$ cat config.mk
export PLATFORM = sky130hd
export DESIGN_NAME = datapath_sequencer
export DESIGN_NICKNAME = d
export VERILOG_FILES = /design/src/rtl/datapath_sequencer.sv
export SDC_FILE = /design/constraint.sdc
export NUM_CORES = 1
export LEC_CHECK = 0
export ABC_AREA = 1
export BUFFER_PORTS_ARGS = -buffer_cell sky130_fd_sc_hd__buf_2
export CAP_MARGIN = 10
export CORE_MARGIN = 5
export CORE_UTILIZATION = 32
export CTS_CLUSTER_DIAMETER = 120
export DETAILED_ROUTE_END_ITERATION = 7
export HOLD_SLACK_MARGIN = 0.08
export SYNTH_ARGS = -nofsm -noshare
export SYNTH_HDL_FRONTEND = slang
export SYNTH_SLANG_ARGS = --single-unit
$ cat constraint.sdc
create_clock -name clk -period 3.1 [get_ports clk]
set_input_delay 0.31 -clock clk [delete_from_list [all_inputs] [get_ports clk]]
set_output_delay 0.31 -clock clk [all_outputs]
set_load 0.01 [all_outputs]
$ cat src/rtl/datapath_sequencer.sv
// rtl/datapath_sequencer.sv - single-transaction initiator for the shared altitude/battery datapath
//
// Accepts one operand request at a time, drives it onto the datapath operand
// inputs and waits out the datapath pipeline latency. It then captures the
// selected 16-bit signed result and holds it on the response port until the
// consumer takes it.
//
// Parameters
//   LAT    datapath latency in clk edges from operand change to valid result (1..15)
//   CNT_W  width of the per-equation completion counters
//
// Ports
//   clk, rst                 clock and synchronous active-high reset
//   req_valid/req_ready      request handshake; req_ready is high only in IDLE
//   req_sel                  0 = altitude (x1*3 + x2*5), 1 = battery (v*t + c)
//   req_x1..req_c            signed 8-bit operands
//   dp_x1..dp_c, dp_sel_eq   registered operands and equation select to the datapath
//   dp_result_a/dp_result_b  datapath altitude/battery results
//   rsp_valid/rsp_ready      response handshake
//   rsp_sel, rsp_data        equation and signed result of the held response
//   alt_done, bat_done       wrapping counts of delivered responses per equation

module datapath_sequencer #(
    parameter int LAT   = 2,
    parameter int CNT_W = 16
) (
    input  logic             clk,
    input  logic             rst,
    input  logic             req_valid,
    output logic             req_ready,
    input  logic             req_sel,
    input  logic [7:0]       req_x1,
    input  logic [7:0]       req_x2,
    input  logic [7:0]       req_v,
    input  logic [7:0]       req_t,
    input  logic [7:0]       req_c,
    output logic [7:0]       dp_x1,
    output logic [7:0]       dp_x2,
    output logic [7:0]       dp_v,
    output logic [7:0]       dp_t,
    output logic [7:0]       dp_c,
    output logic             dp_sel_eq,
    input  logic [15:0]      dp_result_a,
    input  logic [15:0]      dp_result_b,
    output logic             rsp_valid,
    input  logic             rsp_ready,
    output logic             rsp_sel,
    output logic [15:0]      rsp_data,
    output logic [CNT_W-1:0] alt_done,
    output logic [CNT_W-1:0] bat_done
);

    typedef enum logic [1:0] {
        S_IDLE = 2'd0,
        S_WAIT = 2'd1,
        S_CAPT = 2'd2,
        S_RESP = 2'd3
    } state_t;

    localparam logic [3:0] LAT_CNT = 4'(LAT);

    state_t     state;
    state_t     state_n;
    logic [3:0] wait_cnt;

    // Single-cycle strobes decoded from the FSM
    logic       load;
    logic       capture;
    logic       retire;

    always_ff @(posedge clk) begin
        if (rst) begin
            state <= S_IDLE;
        end else begin
            state <= state_n;
        end
    end

    always_comb begin
        state_n   = state;
        req_ready = 1'b0;
        load      = 1'b0;
        capture   = 1'b0;
        retire    = 1'b0;
        case (state)
            S_IDLE: begin
                // req_ready is a pure state decode so a requester may wait on it
                req_ready = 1'b1;
                if (req_valid) begin
                    load    = 1'b1;
                    state_n = S_WAIT;
                end
            end
            S_WAIT: begin
                // Counter was loaded with LAT, so WAIT spans exactly LAT edges
                if (wait_cnt == 4'd1) begin
                    state_n = S_CAPT;
                end
            end
            S_CAPT: begin
                capture = 1'b1;
                state_n = S_RESP;
            end
            S_RESP: begin
                // rsp_valid is always high in RESP, so rsp_ready alone completes
                if (rsp_ready) begin
                    retire  = 1'b1;
                    state_n = S_IDLE;
                end
            end
            default: begin
                state_n = S_IDLE;
            end
        endcase
    end

    always_ff @(posedge clk) begin
        if (rst) begin
            wait_cnt  <= 4'd0;
            dp_x1     <= 8'd0;
            dp_x2     <= 8'd0;
            dp_v      <= 8'd0;
            dp_t      <= 8'd0;
            dp_c      <= 8'd0;
            dp_sel_eq <= 1'b0;
            rsp_valid <= 1'b0;
            rsp_sel   <= 1'b0;
            rsp_data  <= 16'd0;
            alt_done  <= '0;
            bat_done  <= '0;
        end else begin
            // Operands stay on the datapath after the transaction; only a new
            // accept replaces them.
            if (load) begin
                dp_x1     <= req_x1;
                dp_x2     <= req_x2;
                dp_v      <= req_v;
                dp_t      <= req_t;
                dp_c      <= req_c;
                dp_sel_eq <= req_sel;
                wait_cnt  <= LAT_CNT;
            end else if (state == S_WAIT) begin
                wait_cnt <= wait_cnt - 4'd1;
            end

            if (capture) begin
                rsp_data  <= dp_sel_eq ? dp_result_b : dp_result_a;
                rsp_sel   <= dp_sel_eq;
                rsp_valid <= 1'b1;
            end

            if (retire) begin
                rsp_valid <= 1'b0;
                if (rsp_sel) begin
                    bat_done <= bat_done + CNT_W'(1);
                end else begin
                    alt_done <= alt_done + CNT_W'(1);
                end
            end
        end
    end

endmodule

==> results.yml <==
outcome:
  outcome: "finished clean"
worst_setup_path:
  crit_path_max_fanout: 18
  cp_num_cells: 5
  timing.critical_path.slowest_cell_delay_ns: 0.70
  crit_family: "flip-flops"
  r2r-start: "dp_sel_eq"
  path_buf_inv: 2
  regToRegEndpoint: "rsp_data[12]"
  arrival_ns: 2.13
  rr_worst_depth: 5
  worst_ep_required_time_ns: 3.34
  path_cells: "clkinv_1, nand2_1, nand3_1, o211ai_1, inv_1"
  critical_path.endpoint_type: "flop"
  cp-startpoint: "dp_sel_eq"
  setup.worst_path.end: "rsp_data[12]"
  timing_worst_setup_path_type: "reg2reg"
  ff2ff_setup_slack_ns: 1.21
  critPathSlowestCell: "sky130_fd_sc_hd__dfxtp_1"
  worstSetupStartpointType: "flop"
min_path:
  hold_path_class: "in2reg"
logic_synthesis:
  synth_cells: 601
  synth_seq_cells: 97
  synth.yosys.warnings: 0
  share_of_the_yosys_chip_area_belonging_to_registers: 0.4553
  synth_nets: 687
  mapped_area_sq_um: 4265
  synth_cell_types: 31
  avgSynthCellArea_sq_um: 7.097
die:
  fp.dieArea_sq_um: 15740
  coreArea_sq_um: 13140
  initial_utilization: 0.3247
  number_of_core_rows: 42
  die_width_um: 125.5
  floorplan.io_pins: 169
  die_y_um: 125.5
route:
  vias: 4169
  dr.first_iter.drc_count: 214
  drt.antenna.violating_nets: 0
  drcViolationCount: 0
  drt-vias-per-instance: 4.435
  wl_um: 11050
  drtPass1Iterations: 4
  routedWlPerCell_um: 11.76
placed_design:
  port_buffers: 168
  place_hpwl_um: 8116
  place.gp.congestion: 0.7645
  dpl.cell_count: 924
timing:
  final.setup.tns_ns: 0
  post-route-period-util: 0.6086
  unrepaired_setup_endpoints_after_global_routing: "no"
  hold_viol_final: 0
  fin_worst_skew_ns: 0.005992
  slew_headroom: 0.5599
  finalWorstPathRequiredPeriod_ns: 1.887
  finalSetupViolations: 0
  timing_max_transition_violations_final: 0
  fmax_mhz: 530.1
  worst-slew-pin-transition_ns: 0.6592
clock_tree:
  clk_latency_worst_skew_pair_ns: 0.34
  cts_made_buffers: 9
  clkSlewWorstSetupHoldPaths_ns: 0.07
  cts-root-buf: "sky130_fd_sc_hd__clkbuf_16"
  tritoncts: "built"
  cts_hold_repair.buffers: 0
  max-clock-path-buffers: 2
  cts_repair_resize_count: 0
  postCtsSetupBuffers: 0
  cts.sinks: 97
  max_h_tree_level: 3
cells_and_area:
  final-instance-count-excl-fill: 940
  fraction_of_layout_instances_using_a_drive_strength_above_1: 0.2657
  sequential_cell_area_sq_um: 1942
  nFillCells: 1444
  layout.nets: 845
  antenna_cells: 0
  layout_commonest_cell: "sky130_fd_sc_hd__buf_2"
  finish.utilization: 0.4222
  most-common-layout-cells: "168 x sky130_fd_sc_hd__buf_2, 151 x sky130_fd_sc_hd__nor2_1, 102 x sky130_fd_sc_hd__nand2_1"
  multi_input_comb_area_sq_um: 1964
  area_growth_syn_to_layout_pct: 30.04
power_and_ir_drop:
  power.density_cell_area_nw_per_um2: 721.5
  ir_worst_vdd_uv: 349.8
  power_leakage_nw: 2.701
  final_total_power_mw: 4.002
flow_run:
  maxCapViolCount: 0
grt:
  grt_overflow: 0
  global_route_wire_length_before_repair_um: 18430
  antenna_found_initial: 0
  largest_net_degree_at_the_start_of_global_routing: 41
  vias_in_the_first_global_route: 3894
  track_usage: 0.1400
## Yosys cell counts, drive strengths merged
library cell,number,area [sq um]
clkbuf,15,68.81
xnor2,1,8.760
inv,58,217.7
o21ai,55,275.3
nor3b,2,15.01
xor2,2,17.52
o21bai,2,15.01
nand3,37,190.2
or2,1,6.260
nand4,5,31.28
nand2,105,401.6
dfxtp,97,1942
ha,9,112.6
nor3,7,45.04
buf,11,68.81
and3,1,6.260
a21oi,19,95.09
and2,1,6.260
nor2,156,618.1
o211ai,16,120.1
clkinv,1,3.750
## state kept, by name, indices dropped and copies added (netlist names)
name	cells
alt_done	16
bat_done	16
rsp_data	16
dp_c	8
dp_t	8
dp_v	8
dp_x1	8
dp_x2	8
wait_cnt	4
state	2
dp_sel_eq	1
rsp_sel	1
rsp_valid	1
## worst min path at each step
stage,from,to,slack (ns),cells past startpoint
finish,req_x2[1],dp_x2[1],0.21,3
global route,req_v[1],dp_v[1],0.21,3
CTS,req_x2[3],dp_x2[3],0.19,3
detailed placement,rsp_data[5],rsp_data[5],0.46,2
global placement,dp_x1[4],dp_x1[4],0.46,2
floorplan,rsp_ready,rsp_valid,0.40,1
## worst reg2reg max path, delay by kind of cell (launching register included)
kind                   cells  cell delay (ns)
AND/OR/NAND/NOR            2             0.31
buffers and inverters      2             0.68
AO/OA/AOI/OAI              1             0.10
flip-flops                 1             0.70
## power by group
group / switching (mW) / internal (mW)
logic: 0.681 / 0.444
registers: 0.167 / 1.52
clock network: 0.487 / 0.707
## layer usage
metal	vias to the layer above	track usage	part of all wire
met5	-	0	0
met4	0	0.04974	0.0075
met2	114	0.2203	0.46
li1	2228	-	-
met3	9	0.04179	0.066
met1	1818	0.1825	0.47
## layout make-up
type | instances | area share
inverters | 59 | 0.03993
clock buffers | 9 | 0.04060
clock inverters | 7 | 0.01714
repair buffers | 173 | 0.1584
multi-input cells | 419 | 0.3542
well taps | 176 | 0.03970
flip-flops and latches | 97 | 0.3501
## cells by family (layout without fill, tap and decap cells)
family | after synthesis | count (layout) | synth area share
simple gates | 315 | 315 | 0.3095
flops | 97 | 97 | 0.4553
compound gates | 92 | 92 | 0.1185
buf+inv | 85 | 248 | 0.08419
fa+ha+maj | 9 | 9 | 0.02640
xor+xnor | 3 | 3 | 0.006161
## stage by stage
stage | area [sq um] | hold WS (ns) | setup WS [ns]
floorplan | 4265 | 0.4035 | 1.711
global placement | 5226 | 0.4576 | 1.133
global route | 5547 | 0.2106 | 0.9442
CTS | 5547 | 0.1950 | 1.096
detailed placement | 5226 | 0.4631 | 1.113
finish | 5547 | 0.2148 | 1.213
Note: power is estimated with default switching activity, not from simulation.
